--- config.mk ---
export PLATFORM = sky130hd
export DESIGN_NAME = regfile_wr_arbiter
export DESIGN_NICKNAME = d
export VERILOG_FILES = /design/src/rtl/regfile_wr_arbiter.sv
export SDC_FILE = /design/constraint.sdc
export NUM_CORES = 1
export LEC_CHECK = 0
export BUFFER_PORTS_ARGS = -buffer_cell sky130_fd_sc_hd__buf_2
export CAP_MARGIN = 20
export CORE_MARGIN = 1
export CORE_UTILIZATION = 25
export DETAILED_ROUTE_END_ITERATION = 7
export PLACE_DENSITY = 0.54
export RECOVER_POWER = 25
export SYNTH_ARGS = -nofsm -noshare
export SYNTH_HDL_FRONTEND = slang
export SYNTH_SLANG_ARGS = --single-unit
--- constraint.sdc ---
create_clock -name i_clk -period 1.72 [get_ports i_clk]
set_input_delay 0.344 -clock i_clk [delete_from_list [all_inputs] [get_ports i_clk]]
set_output_delay 0.344 -clock i_clk [all_outputs]
set_load 0.01 [all_outputs]
--- src/rtl/regfile_wr_arbiter.sv ---
// Shares the register file write port / read port 1 among wb0, wb1 and a debug FSM (REGFILE_WR_ARBITER_PERF_EN adds a conflict counter).
// Latency: accepted write appears on o_rf_wr_* one cycle later; debug read acks 3 cycles after request, debug write 2.
// Backpressure: wbN_ready is the combinational grant; wb1 is force-granted after STARVE_MAX denials; DBG_WR blocks both.
module regfile_wr_arbiter #(
    parameter int XW         = 32,
    parameter int STARVE_MAX = 4
`ifdef REGFILE_WR_ARBITER_PERF_EN
    ,
    parameter int CNT_W      = 16
`endif
) (
    input  logic          i_clk,
    input  logic          i_rst_n,
    input  logic          i_wb0_valid,
    input  logic [4:0]    i_wb0_addr,
    input  logic [XW-1:0] i_wb0_data,
    output logic          o_wb0_ready,
    input  logic          i_wb1_valid,
    input  logic [4:0]    i_wb1_addr,
    input  logic [XW-1:0] i_wb1_data,
    output logic          o_wb1_ready,
    input  logic          i_dbg_req,
    input  logic          i_dbg_we,
    input  logic [4:0]    i_dbg_addr,
    input  logic [XW-1:0] i_dbg_wdata,
    output logic          o_dbg_ack,
    output logic [XW-1:0] o_dbg_rdata,
    input  logic [4:0]    i_cpu_rd_addr1,
    output logic [4:0]    o_rf_rd_addr1,
    input  logic [XW-1:0] i_rf_rd_data1,
    output logic          o_cpu_stall,
    output logic          o_rf_wr_en,
    output logic [4:0]    o_rf_wr_addr,
    output logic [XW-1:0] o_rf_wr_data
`ifdef REGFILE_WR_ARBITER_PERF_EN
    ,
    output logic [CNT_W-1:0] o_conflict_cnt
`endif
);

    typedef enum logic [2:0] {
        IDLE, DBG_WR, DBG_RD, DBG_RDW, DBG_ACK, DBG_DONE
    } state_t;

    state_t          state_q, state_nxt;
    logic [4:0]      dbg_addr_q;
    logic [XW-1:0]   dbg_wdata_q;
    logic [3:0]      starve_q;
    logic            gnt_dbg, gnt_wb0, gnt_wb1, xfer_vld;
    logic [4:0]      xfer_addr;
    logic [XW-1:0]   xfer_data;

    always_comb begin
        state_nxt = state_q;
        case (state_q)
            IDLE:     if (i_dbg_req) state_nxt = i_dbg_we ? DBG_WR : DBG_RD;
            DBG_WR:   state_nxt = DBG_ACK;
            DBG_RD:   state_nxt = DBG_RDW;
            DBG_RDW:  state_nxt = DBG_ACK;
            DBG_ACK:  state_nxt = DBG_DONE;
            DBG_DONE: if (!i_dbg_req) state_nxt = IDLE;
            default:  state_nxt = IDLE;
        endcase
    end

    assign o_cpu_stall   = (state_q == DBG_WR) || (state_q == DBG_RD) || (state_q == DBG_RDW);
    assign o_rf_rd_addr1 = (state_q == DBG_RD) ? dbg_addr_q : i_cpu_rd_addr1;

    // Starvation override sits above wb0 but below an in-flight debug write.
    always_comb begin
        gnt_dbg   = (state_q == DBG_WR);
        gnt_wb0   = 1'b0;
        gnt_wb1   = 1'b0;
        xfer_addr = i_wb0_addr;
        xfer_data = i_wb0_data;
        if (!gnt_dbg) begin
            if (i_wb1_valid && (starve_q == 4'(STARVE_MAX))) gnt_wb1 = 1'b1;
            else if (i_wb0_valid)                            gnt_wb0 = 1'b1;
            else if (i_wb1_valid)                            gnt_wb1 = 1'b1;
        end
        if (gnt_dbg) begin
            xfer_addr = dbg_addr_q;
            xfer_data = dbg_wdata_q;
        end else if (gnt_wb1) begin
            xfer_addr = i_wb1_addr;
            xfer_data = i_wb1_data;
        end
    end

    assign o_wb0_ready = gnt_wb0;
    assign o_wb1_ready = gnt_wb1;
    assign xfer_vld    = gnt_dbg | gnt_wb0 | gnt_wb1;

    always_ff @(posedge i_clk or negedge i_rst_n) begin
        if (!i_rst_n) begin
            state_q      <= IDLE;
            dbg_addr_q   <= '0;
            dbg_wdata_q  <= '0;
            starve_q     <= '0;
            o_rf_wr_en   <= 1'b0;
            o_rf_wr_addr <= '0;
            o_rf_wr_data <= '0;
            o_dbg_ack    <= 1'b0;
            o_dbg_rdata  <= '0;
        end else begin
            state_q   <= state_nxt;
            o_dbg_ack <= (state_nxt == DBG_ACK);
            if (state_q == IDLE && i_dbg_req) begin
                dbg_addr_q  <= i_dbg_addr;
                dbg_wdata_q <= i_dbg_wdata;
            end
            if (state_q == DBG_RDW) o_dbg_rdata <= i_rf_rd_data1;
            // A debug-write stall freezes the count rather than charging wb1.
            if (!i_wb1_valid || gnt_wb1)                  starve_q <= '0;
            else if (!gnt_dbg && starve_q != 4'(STARVE_MAX)) starve_q <= starve_q + 4'd1;
            // x0 writes are accepted but never reach the array.
            o_rf_wr_en <= xfer_vld && (xfer_addr != 5'd0);
            if (xfer_vld) begin
                o_rf_wr_addr <= xfer_addr;
                o_rf_wr_data <= xfer_data;
            end
        end
    end

`ifdef REGFILE_WR_ARBITER_PERF_EN
    logic conflict;
    assign conflict = (i_wb0_valid && i_wb1_valid) || (gnt_dbg && (i_wb0_valid || i_wb1_valid));

    always_ff @(posedge i_clk or negedge i_rst_n) begin
        if (!i_rst_n)                           o_conflict_cnt <= '0;
        else if (conflict && !(&o_conflict_cnt)) o_conflict_cnt <= o_conflict_cnt + 1'b1;
    end
`endif

endmodule
; ---- Word level (Yosys, flattened, before mapping)
; Index checks and enable logic that the tools add are counted.
[totals]
out_inout_bits = 79
in_bits = 154
word_cells = 51
regBits = 115
[classes]
eq_ne = 8
n_addsub = 1
reduce_logical = 13
n_bitwise = 2
mux = 18
[ops]
columns = cell, n
row1 = 2-to-1 mux 32 bit, 2
row2 = 2-to-1 mux 5 bit, 3
row3 = case mux 3 bit (5 select lines), 1
row4 = "== test 3 bit, second input constant", 3
row5 = 2-to-1 mux 4 bit, 2
row6 = 2-to-1 mux 1 bit, 7
row7 = "== test 3 x 2 -> 1 bit, second input constant", 2
row8 = 2-to-1 mux 3 bit, 2
row9 = nonzero test 5 bit, 1
row10 = "adder 4 x 1 -> 4 bit, second input constant", 1
row11 = "== test 4 x 3 -> 1 bit, second input constant", 1
row12 = logical AND 1 bit, 4
row13 = "!= test 4 x 3 -> 1 bit, second input constant", 1
row14 = "== test 3 x 1 -> 1 bit, second input constant", 1
row15 = logical NOT 3 bit, 1
row16 = logical OR 1 bit, 3
row17 = logical NOT 1 bit, 2
row18 = 2-to-1 mux 2 bit, 1
row19 = bitwise OR 1 bit, 2
row20 = nonzero test 2 bit, 1
row21 = OR reduction 2 bit, 1

; ---- Depth between registers and ports, before layout
; Gate-level depths: netlist of run 1.
[logic_depth]
ltp_word = 8
ltp_mapped = 9
depth_no_buf = 7

; ---- Worst setup path after synthesis of run 1
; OpenSTA, ideal clock, no wires.
[synth_path]
path_kind = reg-to-output
startpoint = reg starve_q[0]
endpoint = out o_wb0_ready
path_buffers = 2
stages_incl_launch_ff = 7
required_time_ns = 1.376
t_arrival_ns = 1.409
path_slack_ns = -0.033
cell_sequence = dfrtp_1 > inv_1 > ha_1 > nand4b_1 > buf_2 > buf_1 > and3_1
[synth_between]
elab_chain_len = 4
[synth_lines]
columns = element, line
row1 = start: declaration, 48  ; logic [3:0] starve_q;
row2 = start signal: assignment, 115  ; else if (!gnt_dbg && starve_q != 4'(STARVE_MAX)) starve_q <= starve_q + 4'd1;
row3 = == test 4 x 3 -> 1 bit, 77  ; if (i_wb1_valid && (starve_q == 4'(STARVE_MAX))) gnt_wb1 = 1'b1;
row4 = logical AND 1 bit, 77
row5 = 2-to-1 mux 1 bit, 77
row6 = 2-to-1 mux 1 bit, 76  ; if (!gnt_dbg) begin
row7 = end: declaration, 17  ; output logic o_wb0_ready,
; Every way passes these cells.

; ---- Worst setup path in the final report of run 1
[layout_path]
startpoint = reg state_q[2]
endpoint = out o_wb0_ready
[layout_between]
elab_chain_len = 2
[layout_lines]
columns = element, line
row1 = start: declaration, 45  ; state_t state_q, state_nxt;
row2 = start signal: assignment, 106  ; state_q <= state_nxt;
row3 = == test 3 x 1 -> 1 bit, 71  ; gnt_dbg = (state_q == DBG_WR);
row4 = 2-to-1 mux 1 bit, 76
; Every way passes these cells.

==> results of run 1 <==
[final timing paths]
kind / end / cells after the start
worst max-delay path: o_wb0_ready / 4
worst min-delay path: dbg_wdata_q[26]$_DFFE_PN0P_ / 2
worst max register to register: dbg_wdata_q[0]$_DFFE_PN0P_ / 7
worst min register to register: o_rf_wr_addr[1]$_DFFE_PN0P_ / 2
max in group asynchronous: state_q[2]$_DFF_PN0_ / 3
min in group asynchronous: dbg_addr_q[1]$_DFFE_PN0P_ / 2
[kinds of logic after synthesis]
logic type                 after synthesis  share of synthesized area
DFF                                    115                      0.560
muxes                                   98                      0.210
AOI/OAI and AO/OA                       87                      0.112
and+or+nand+nor                         68                     0.0716
buffers and inverters                   35                     0.0419
adders and majority gates                2                    0.00487
[critical path: stages (launching register included)]
cell and delay, ns:
sky130_fd_sc_hd__dfrtp_2 0.44, sky130_fd_sc_hd__or3b_4 0.40, sky130_fd_sc_hd__buf_12 0.14, sky130_fd_sc_hd__and3_4 0.16
sky130_fd_sc_hd__buf_6 0.11
[state kept, by name, indices dropped and copies added, names as in the netlist]
signal / count
o_dbg_rdata: 32
dbg_addr_q: 5
o_rf_wr_data: 32
o_rf_wr_addr: 5
o_dbg_ack: 1
state_q: 3
starve_q: 4
o_rf_wr_en: 1
dbg_wdata_q: 32
[routing by layer]
metal | wire (um) | global-route usage | share of wire
met5 | 0 | 0 | 0
met1 | 7350 | 0.184 | 0.45
met3 | 1080 | 0.0514 | 0.066
met4 | 165 | 0.0426 | 0.010
met2 | 7850 | 0.228 | 0.48
[cells in the final DEF (no fill, tap or decap), types with 4 or more instances in the layout]
| cell | Yosys | final |
|---|---|---|
| sky130_fd_sc_hd__a22oi_2 | 0 | 17 |
| sky130_fd_sc_hd__nor2_4 | 1 | 4 |
| sky130_fd_sc_hd__clkbuf_16 | 0 | 24 |
| sky130_fd_sc_hd__mux2_4 | 0 | 42 |
| sky130_fd_sc_hd__clkinv_4 | 0 | 5 |
| sky130_fd_sc_hd__o21ai_2 | 1 | 5 |
| sky130_fd_sc_hd__o21ai_1 | 0 | 18 |
| sky130_fd_sc_hd__mux2_2 | 76 | 36 |
| sky130_fd_sc_hd__nand2_1 | 20 | 17 |
| sky130_fd_sc_hd__buf_4 | 6 | 31 |
| sky130_fd_sc_hd__a21oi_1 | 19 | 18 |
| sky130_fd_sc_hd__buf_6 | 6 | 17 |
| sky130_fd_sc_hd__inv_1 | 4 | 4 |
| sky130_fd_sc_hd__buf_12 | 0 | 12 |
| sky130_fd_sc_hd__dfrtp_1 | 115 | 114 |
| sky130_fd_sc_hd__buf_2 | 12 | 227 |
| sky130_fd_sc_hd__nor2_1 | 9 | 4 |
| sky130_fd_sc_hd__clkinv_2 | 0 | 4 |
| sky130_fd_sc_hd__nand3_1 | 19 | 16 |
| sky130_fd_sc_hd__a221o_1 | 13 | 13 |
| sky130_fd_sc_hd__mux2i_1 | 20 | 17 |
[area by class of cell]
class / count / share of cell area
Clock buffer: 17 / 0.0513
Clock inverter: 15 / 0.0190
Inverter: 4 / 0.00181
Multi-Input combinational cell: 255 / 0.295
Sequential cell: 115 / 0.347
Tap cell: 270 / 0.0407
Timing Repair Buffer: 300 / 0.245
[report_power, final]
group | leakage [nW] | switching (mW) | internal (mW)
sequential | 1.38 | 0.793 | 3.99
combinational | 2.33 | 2.23 | 2.94
clock | 0.288 | 1.37 | 2.14
[per-stage QoR]
| step | setup WS (ns) | std cells |
|---|---|---|
| 6_report | -0.280 | 976 |
| 5_1_grt | -0.330 | 976 |
| 4_1_cts | -0.323 | 956 |
| 3_5_place_dp | 0.0120 | 914 |
| 3_3_place_gp | 0.0114 | 914 |
| 2_1_floorplan | 0.0140 | 405 |
[what timing repair did]
action | in CTS | in global routing
setup endpoints to repair | 8 | 112
buffers inserted | 9 | 13
hold buffers | 1 | 0
gates resized for setup | 12 | 138
gates cloned | 0 | 9
pin swaps | 4 | 13
hold endpoints to repair | 20 | 0
==> results.txt, run 1 <==
----------------------------------------------------
[Clocking]
  Source-to-sink clock delay at the later pin of the worst-skew pair ... 0.41 ns
  TritonCTS clock tree ... done
  Clock edge transition at the registers on the reported setup and hold paths ... 0.06 ns
  Total CTS buffers ... 17
  Buffer type at the clock tree root ... sky130_fd_sc_hd__clkbuf_16
  Clk buf depth ... 2
  Clock tree sinks ... 115
  Max H-tree Level ... 4

[Finish]
  Number of filler cells placed in the layout ... 1950
  Core utilization of the finished layout ... 0.411
  Layout Nets ... 849
  Synth-to-Final Area Change ... 61.5%
  FF+latch area ... 0.00288 mm^2
  Share of final-layout standard cells stronger than drive strength 1 ... 0.660
  Footprint of the multi-input gates ... 0.00245 mm^2
  Final antenna diode count ... 0
  Final instance area ... 0.00830 mm^2

[Pwr]
  Reported leakage power ... 4.00 nW
  Pwr per Cell Area ... 1620 mW/mm^2
  Power consumption ... 13.5 mW
  Peak ir drop on the vdd network ... 0.000684 V

[Worst setup path]
  CP Data Arrival Time ... 1.66 ns
  Worst reg2reg path startpoint ... state_q[1]$_DFF_PN0_
  Kind of start point of the critical path ... flop
  Largest driver fanout on the critical path ... 4
  Required time at the worst-slack endpoint ... 1.38 ns
  Register-to-register path setup slack ... -0.12 ns
  Worst setup path class ... reg -> out
  Crit end category ... output port
  Crit. Startpoint ... state_q[2]$_DFF_PN0_

[Logic synthesis]
  Post-synth EDFFs ... 0
  Count leader, synth ... sky130_fd_sc_hd__dfrtp_1
  Number of distinct library cells after synthesis ... 41
  Sequential cell area fraction in the yosys report ... 0.560
  Flip-flop and latch count after synthesis ... 115
  Fraction of registers with async set/reset ... 1.00
  Syn nets ... 561
  Average size of a mapped cell ... 12.7 um^2
  Dominant cells by area after synthesis ... sky130_fd_sc_hd__dfrtp_1 56%, sky130_fd_sc_hd__mux2_2 17%, sky130_fd_sc_hd__mux2i_1 3.9%, sky130_fd_sc_hd__a22oi_1 2.9%, sky130_fd_sc_hd__a221o_1 2.5%
  Leading area contributor after synthesis ... sky130_fd_sc_hd__dfrtp_1
  Top-area cell type share of the netlist area ... 0.560
  Main flop type after synthesis ... sky130_fd_sc_hd__dfrtp_1
  Top cell types by occurrence after synthesis ... 115 x sky130_fd_sc_hd__dfrtp_1, 76 x sky130_fd_sc_hd__mux2_2, 25 x sky130_fd_sc_hd__o21ai_0
  YS warnings ... 0
  Post-synthesis cell count ... 405
  Synthesized cell area ... 0.00514 mm^2

[Timing]
  Final setup viols ... 68
  Timing-limited maximum frequency ... 500 MHz
  Hold violation total from the final report ... 0
  Pins Over Slew Limit ... 0
  Final Cycle Share ... 1.16
  Setup TNS ... -6.64 ns
  Final period demand of the worst path ... 2.00 ns
  Worst-case clock skew ... 0.0115 ns
  Unrepaired setup endpoints after global routing ... yes
  Least setup slack across all paths after layout ... -0.280 ns
  Relative slew slack ... 0.581
  Worst hold slack ... 0.160 ns
  Worst-Margin Slew ... 0.629 ns

[Placed design]
  Detailed placer's ending HPWL ... 10800 um
  Weighted congestion reported at the end of routability-driven placement ... 0.775
  Port Buffer Count ... 232
  Placed instance area ... 0.00687 mm^2

[Route]
  Vias after detailed routing ... 4323
  DR iter-0 viols ... 130
  Ratio of routed vias to standard cells ... 4.43
  DR DRC count ... 0
  TritonRoute pass-1 iters ... 5
  Per-cell routed wire length ... 16.9 um
  Wirelength, routed ... 16400 um
  Antenna-violating nets left ... 0

[Floorplan]
  Number of ports placed on the die boundary ... 233
  Die Y-Extent ... 145 um
  Number of standard-cell rows in the floorplan ... 52
  Die Outline Area ... 0.0211 mm^2
  Width of the die ... 145 um
  Floorplan core area ... 0.0202 mm^2
  Initial Utilization ... 0.255

[Hold path]
  Startpoint of the most critical hold path ... i_dbg_wdata[26]
  Worst hold path type ... in -> reg

[Global route]
  Global Route Usage Sum ... 0.144
  Via count of the first global-routing pass ... 4297
  Global-route wire length before repair ... 23500 um
  Initial antenna violation count ... 0
  Largest net degree at the start of global routing ... 44
  Global-route congestion overflow total ... 0

[Run status]
  Violations in the final reports ... setup timing
  Status ... complete, but fails checks

[Run]
  Max Cap Violations ... 0

----------------------------------------------------
Power figures use the tool's default switching activity.
==> run 2: changes to the inputs <==
- RECOVER_POWER: 25 -> 50
==> run 2 against run 1 <==
Net effect:
- the run still ends with setup timing left
- die area unchanged
- clock-buffer cell count stayed put
- sequential power about the same
- cell count unchanged
- core utilization is 0.062 points lower
- worst hold slack barely moved
- via count barely moved
- total power about the same
- worst setup slack about the same
- cell area shrank 0.15%
- highest routed layer unchanged
==> results.txt, run 2 (same netlist as run 1, synthesis figures left out) <==
----------------------------------------------------
[Route]
  TritonRoute pass-1 iters ... 5 (unchanged)
  Wirelength, routed ... 16500 um (+0.10%)
  DR iter-0 viols ... 130 (unchanged)
  Antenna-violating nets left ... 0 (unchanged)
  DR DRC count ... 0 (unchanged)
  Per-cell routed wire length ... 16.9 um (+0.10%)
  Ratio of routed vias to standard cells ... 4.43 (about the same)
  Vias after detailed routing ... 4325 (+0.046%)

[Finish]
  Most frequent standard cell in the layout excluding fill and tap cells ... sky130_fd_sc_hd__buf_2
  Synth-to-Final Area Change ... 61.3%
  Core utilization of the finished layout ... 0.411 (-0.000620)
  Final antenna diode count ... 0 (unchanged)
  Commonest cells after routing, fill and taps aside ... 227 x sky130_fd_sc_hd__buf_2, 114 x sky130_fd_sc_hd__dfrtp_1, 42 x sky130_fd_sc_hd__mux2_4
  Share of final-layout standard cells stronger than drive strength 1 ... 0.660 (unchanged)
  Number of filler cells placed in the layout ... 1952 (+0.10%)
  Count of non-filler cells in the finished layout ... 976 (unchanged)
  Top flop regs ... dbg_wdata_q: 32 flops, o_dbg_rdata: 32 flops, o_rf_wr_data: 32 flops
  Layout Nets ... 849 (unchanged)

[Worst setup path]
  Worst setup path class ... reg -> out
  Required time at the worst-slack endpoint ... 1.38 ns (about the same)
  Largest driver fanout on the critical path ... 4 (unchanged)
  Worst reg2reg path startpoint ... state_q[1]$_DFF_PN0_
  CP Data Arrival Time ... 1.66 ns (about the same)
  Crit. Startpoint ... state_q[2]$_DFF_PN0_
  Crit end category ... output port
  Kind of start point of the critical path ... flop

[Hold path]
  Worst hold path type ... in -> reg
  Startpoint of the most critical hold path ... i_dbg_wdata[26]

[Pwr]
  Pwr per Cell Area ... 1620 mW/mm^2 (+0.12%)
  Peak ir drop on the vdd network ... 0.000684 V (about the same)
  Reported leakage power ... 3.99 nW (-0.11%)

[Floorplan]
  Die Y-Extent ... 145 um (unchanged)
  Width of the die ... 145 um (unchanged)
  Number of standard-cell rows in the floorplan ... 52 (unchanged)
  Initial Utilization ... 0.255 (unchanged)
  Floorplan core area ... 0.0202 mm^2 (unchanged)
  Number of ports placed on the die boundary ... 233 (unchanged)
  Die Outline Area ... 0.0211 mm^2 (unchanged)

[Clocking]
  Clock tree sinks ... 115 (unchanged)
  Buffer type at the clock tree root ... sky130_fd_sc_hd__clkbuf_16
  Total CTS buffers ... 17 (unchanged)
  TritonCTS clock tree ... done
  Max H-tree Level ... 4 (unchanged)
  Clk buf depth ... 2 (unchanged)
  Source-to-sink clock delay at the later pin of the worst-skew pair ... 0.41 ns (about the same)
  Clock edge transition at the registers on the reported setup and hold paths ... 0.06 ns (about the same)

[Global route]
  Largest net degree at the start of global routing ... 44 (unchanged)
  Via count of the first global-routing pass ... 4297 (unchanged)
  Global Route Usage Sum ... 0.144 (unchanged)
  Global-route wire length before repair ... 23500 um (unchanged)
  Initial antenna violation count ... 0 (unchanged)
  Global-route congestion overflow total ... 0 (unchanged)

[Timing]
  Worst hold slack ... 0.160 ns (-0.0000100 ns)
  Final setup viols ... 67 (-1.5%)
  Hold violation total from the final report ... 0 (unchanged)
  Unrepaired setup endpoints after global routing ... yes
  Pins Over Slew Limit ... 0 (unchanged)
  Least setup slack across all paths after layout ... -0.280 ns (-0.00000900 ns)
  Worst-case clock skew ... 0.0115 ns (+0.000000100 ns)
  Worst-Margin Slew ... 0.605 ns (-0.0241 ns)
  Relative slew slack ... 0.596 (+0.0153)
  Final Cycle Share ... 1.16 (about the same)
  Timing-limited maximum frequency ... 500 MHz (about the same)
  Final period demand of the worst path ... 2.00 ns (+0.00000900 ns)
  Setup TNS ... -6.64 ns (-0.00388 ns)

[Placed design]
  Weighted congestion reported at the end of routability-driven placement ... 0.775 (unchanged)
  Detailed placer's ending HPWL ... 10800 um (unchanged)
  Placed cells ... 914 (unchanged)
  Setup WS pre-CTS ... 0.0120 ns (unchanged)
  Port Buffer Count ... 232 (unchanged)

[Run]
  Max Cap Violations ... 0 (unchanged)

[Run status]
  Violations in the final reports ... setup timing
  Status ... complete, but fails checks

----------------------------------------------------
## run 2: cell type report
type	instances	area (um^2)	share of cell area
tap	270	338	0.0408
sequential	115	2880	0.347
multi-input combinational	255	2450	0.295
clock inverter	15	158	0.0190
inverter	4	15.0	0.00181
clock buffer	17	425	0.0513
timing repair buffer	300	2020	0.244
## run 2: where the power goes
| part | switching [mW] | internal, mW | total (mW) | leakage [nW] |
|---|---|---|---|---|
| combinational | 2.23 | 2.93 | 5.16 | 2.33 |
| sequential | 0.793 | 3.99 | 4.78 | 1.38 |
| clock | 1.37 | 2.14 | 3.51 | 0.288 |
## run 2: worst paths after layout
check	cells after the start	slack (ns)	end
setup reg to reg	7	-0.12	dbg_wdata_q[0]$_DFFE_PN0P_
hold / removal	2	0.16	dbg_wdata_q[26]$_DFFE_PN0P_
setup / recovery	4	-0.28	o_wb0_ready
max in group asynchronous	3	0.26	o_rf_wr_data[3]$_DFFE_PN0P_
min in group asynchronous	2	0.47	dbg_addr_q[1]$_DFFE_PN0P_
hold reg to reg	2	0.49	o_rf_wr_addr[1]$_DFFE_PN0P_
## run 2: what timing repair did
action / CTS / global route
setup buffers: 9 / 13
hold buffers: 1 / 0
endpoints found under the hold margin: 20 / 0
resized for setup: 12 / 138
gates cloned: 0 / 9
setup endpoints to repair: 8 / 112
pin swaps: 4 / 13
## run 2: routing by layer
| layer | vias to the layer above | global-route usage | routed length, um |
|---|---|---|---|
| met5 | - | 0 | 0 |
| met4 | 0 | 0.0426 | 165 |
| met3 | 15 | 0.0514 | 1060 |
| met2 | 143 | 0.228 | 7880 |
| met1 | 2105 | 0.184 | 7360 |
| li1 | 2062 | - | - |
## run 2: per-stage QoR
stage	total power [mW]	area, um^2
after floorplan	6.96	5140
after global placement	8.79	6870
after detailed placement	8.84	6870
after CTS	12.6	7570
after global routing	14.2	8290
final	13.4	8290
## run 2: worst max-delay path, stage by stage (launching register included)
cell and delay (ns):
sky130_fd_sc_hd__dfrtp_2 0.44, sky130_fd_sc_hd__or3b_4 0.40, sky130_fd_sc_hd__buf_12 0.14, sky130_fd_sc_hd__and3_4 0.16, sky130_fd_sc_hd__buf_6 0.11
==> run 3: changes to the inputs <==
- CAP_MARGIN: 20 -> unset
- SETUP_SLACK_MARGIN: unset -> 0.5
==> run 3 against run 2 <==
Net effect:
- the flow still finishes with violations (setup timing)
- register-to-register slack worse by 0.11 ns
- routed wire length up 4.2%
- core utilization is 4.1 points higher
- sequential power barely moved
- clock skew fell by 0.0028 ns
- cell area increased by 10%
- combinational power up 24%
- worst setup slack worse by 0.025 ns
- clock-buffer cell count is 1 higher
- die area unchanged
- global-route usage grew 2.0 points
- flip-flop and latch count is the same
==> results.txt, run 3 (same netlist as run 1, synthesis figures left out) <==
----------------------------------------------------
[Timing]
  Hold violation total from the final report ... 0 (unchanged)
  Worst-case clock skew ... 0.00870 ns (-0.00280 ns)
  Unrepaired setup endpoints after global routing ... yes
  Pins Over Slew Limit ... 0 (unchanged)
  Final period demand of the worst path ... 2.03 ns (+0.0250 ns)
  Timing-limited maximum frequency ... 494 MHz (-1.2%)
  Final setup viols ... 100 (+49%)
  Setup TNS ... -14.53 ns (-7.89 ns)
  Relative slew slack ... 0.303 (-0.292)
  Least setup slack across all paths after layout ... -0.306 ns (-0.0250 ns)
  Worst-Margin Slew ... 1.04 ns (+0.440 ns)
  Final Cycle Share ... 1.18 (+0.0146)

[Global route]
  Global-route wire length before repair ... 26400 um (+12%)
  Initial antenna violation count ... 2 (+2)
  Via count of the first global-routing pass ... 4825 (+12%)
  Global Route Usage Sum ... 0.164 (+0.0201)
  Largest net degree at the start of global routing ... 56 (+27%)
  Global-route congestion overflow total ... 0 (unchanged)

[Floorplan]
  Die Y-Extent ... 145 um (unchanged)
  Number of standard-cell rows in the floorplan ... 52 (unchanged)
  Width of the die ... 145 um (unchanged)
  Floorplan core area ... 0.0202 mm^2 (unchanged)
  Number of ports placed on the die boundary ... 233 (unchanged)
  Die Outline Area ... 0.0211 mm^2 (unchanged)
  Initial Utilization ... 0.255 (unchanged)

[Hold path]
  Worst hold path type ... in -> reg

[Finish]
  Synth-to-Final Area Change ... 77.5%
  Final instance area ... 0.00912 mm^2 (+10%)
  Final antenna diode count ... 0 (unchanged)
  Layout Nets ... 907 (+6.8%)
  Top flop regs ... dbg_wdata_q: 32 flops, o_dbg_rdata: 32 flops, o_rf_wr_data: 32 flops
  Count of non-filler cells in the finished layout ... 1034 (+5.9%)
  Most frequent standard cell in the layout excluding fill and tap cells ... sky130_fd_sc_hd__buf_2
  Share of final-layout standard cells stronger than drive strength 1 ... 0.690 (+0.0297)
  Commonest cells after routing, fill and taps aside ... 200 x sky130_fd_sc_hd__buf_2, 114 x sky130_fd_sc_hd__dfrtp_1, 73 x sky130_fd_sc_hd__buf_4
  Core utilization of the finished layout ... 0.452 (+0.0414)

[Route]
  Ratio of routed vias to standard cells ... 4.49 (+1.2%)
  WL met1 ... 7380 um (+0.18%)
  Met3 Routed Length ... 1230 um (+16%)
  DR DRC count ... 0 (unchanged)
  Antenna-violating nets left ... 0 (unchanged)
  Wirelength, routed ... 17200 um (+4.2%)
  DR top layer ... met5
  DR iter-0 viols ... 139 (+6.9%)
  Per-cell routed wire length ... 16.6 um (-1.6%)
  Wire length on met2 ... 8320 um (+5.6%)
  Vias after detailed routing ... 4639 (+7.3%)
  TritonRoute pass-1 iters ... 4 (-1)

[Worst setup path]
  Worst setup path class ... reg -> out
  Largest driver fanout on the critical path ... 6 (+2)
  Required time at the worst-slack endpoint ... 1.38 ns (about the same)
  Kind of start point of the critical path ... flop
  CP Data Arrival Time ... 1.68 ns (+0.02 ns)
  Crit end category ... output port

[Placed design]
  Detailed placer's ending HPWL ... 10700 um (-0.73%)
  Placed instance area ... 0.00698 mm^2 (+1.7%)
  Port Buffer Count ... 232 (unchanged)
  Weighted congestion reported at the end of routability-driven placement ... 0.759 (-2.1%)
  Placed cells ... 916 (+0.22%)

[Pwr]
  Power consumption ... 14.7 mW (+9.5%)
  Reported leakage power ... 4.37 nW (+9.4%)
  Pwr per Cell Area ... 1610 mW/mm^2 (-0.54%)
  Peak ir drop on the vdd network ... 0.000926 V (+35%)

[Run status]
  Violations in the final reports ... setup timing
  Status ... complete, but fails checks

[Clocking]
  Max H-tree Level ... 4 (unchanged)
  TritonCTS clock tree ... done
  Clock tree sinks ... 115 (unchanged)
  Clock edge transition at the registers on the reported setup and hold paths ... 0.06 ns (about the same)
  Clk buf depth ... 2 (unchanged)
  Source-to-sink clock delay at the later pin of the worst-skew pair ... 0.42 ns (about the same)
  Buffer type at the clock tree root ... sky130_fd_sc_hd__clkbuf_16
  Total CTS buffers ... 17 (unchanged)

[Run]
  Max Cap Violations ... 0 (unchanged)

----------------------------------------------------
[run 3: changes by cell type in the layout (fill, tap and decap cells not counted), moves of 4 or more]
cell                        delta
sky130_fd_sc_hd__o21ai_2       -4
sky130_fd_sc_hd__mux2_2       +17
sky130_fd_sc_hd__clkbuf_16     -5
sky130_fd_sc_hd__buf_12        +5
sky130_fd_sc_hd__buf_4        +41
sky130_fd_sc_hd__buf_6        +32
sky130_fd_sc_hd__buf_2        -27
sky130_fd_sc_hd__nand3_1       -7
sky130_fd_sc_hd__nand3_2       +7
sky130_fd_sc_hd__o21ai_1       +4
sky130_fd_sc_hd__buf_16        +8
sky130_fd_sc_hd__mux2_4       -17
sky130_fd_sc_hd__a31oi_1       +4
[run 3: final timing paths]
path	startpoint	endpoint	slack, ns	cells after the start
max	state_q[2]$_DFF_PN0_	o_rf_rd_addr1[1]	-0.31	6
min	i_rf_rd_data1[6]	o_dbg_rdata[6]$_DFFE_PN0P_	0.16	2
max reg2reg	state_q[2]$_DFF_PN0_	o_rf_wr_data[2]$_DFFE_PN0P_	-0.23	10
min reg2reg	o_rf_wr_addr[1]$_DFFE_PN0P_	o_rf_wr_addr[1]$_DFFE_PN0P_	0.50	2
max in group asynchronous	i_rst_n	state_q[0]$_DFF_PN0_	0.20	3
min in group asynchronous	i_rst_n	o_dbg_rdata[24]$_DFFE_PN0P_	0.62	2
[run 3: power by group]
| group | internal [mW] | leakage, nW | switching (mW) |
|---|---|---|---|
| Sequential | 3.99 | 1.38 | 0.804 |
| Combinational | 3.91 | 2.72 | 2.49 |
| Clock | 2.15 | 0.274 | 1.38 |
| Total | 10.0 | 4.37 | 4.68 |
[run 3: timing repair]
action	4_1_cts	5_1_grt
cloned	11	2
endpoints found under the setup margin	190	191
endpoints found under the hold margin	14	0
resized for setup	97	46
hold buffers	1	0
pin swaps	10	8
setup buffers	47	25
[run 3: stage by stage]
step           hold slack, ns  worst slack, ns
2_1_floorplan          0.0484           0.0140
3_3_place_gp            0.232           -0.218
3_5_place_dp            0.232           -0.218
4_1_cts                 0.127           -0.332
5_1_grt                 0.141           -0.359
6_report                0.156           -0.306
[run 3: worst max-delay path, stage by stage, from the launching register on]
cell and delay [ns]:
sky130_fd_sc_hd__dfrtp_1 0.39, sky130_fd_sc_hd__buf_6 0.13, sky130_fd_sc_hd__nor2_4 0.07, sky130_fd_sc_hd__and2_4 0.15
sky130_fd_sc_hd__buf_12 0.11, sky130_fd_sc_hd__mux2_4 0.30, sky130_fd_sc_hd__buf_6 0.12
[run 3: final cells by class]
| class | count | area (um^2) |
|---|---|---|
| repair buffers | 358 | 2870 |
| well taps | 270 | 338 |
| fillers | 1910 | 11000 |
| multi-input cells | 255 | 2440 |
| flip-flops and latches | 115 | 2880 |
| inverters | 4 | 15.0 |
| clock buffers | 18 | 429 |
| clock inverters | 14 | 156 |
[run 3: metal layers]
metal / vias to the layer above / GRT usage
li1: 2181 / -
met1: 2246 / 0.199
met2: 189 / 0.276
met3: 21 / 0.0536
met4: 2 / 0.0489
met5: - / 0
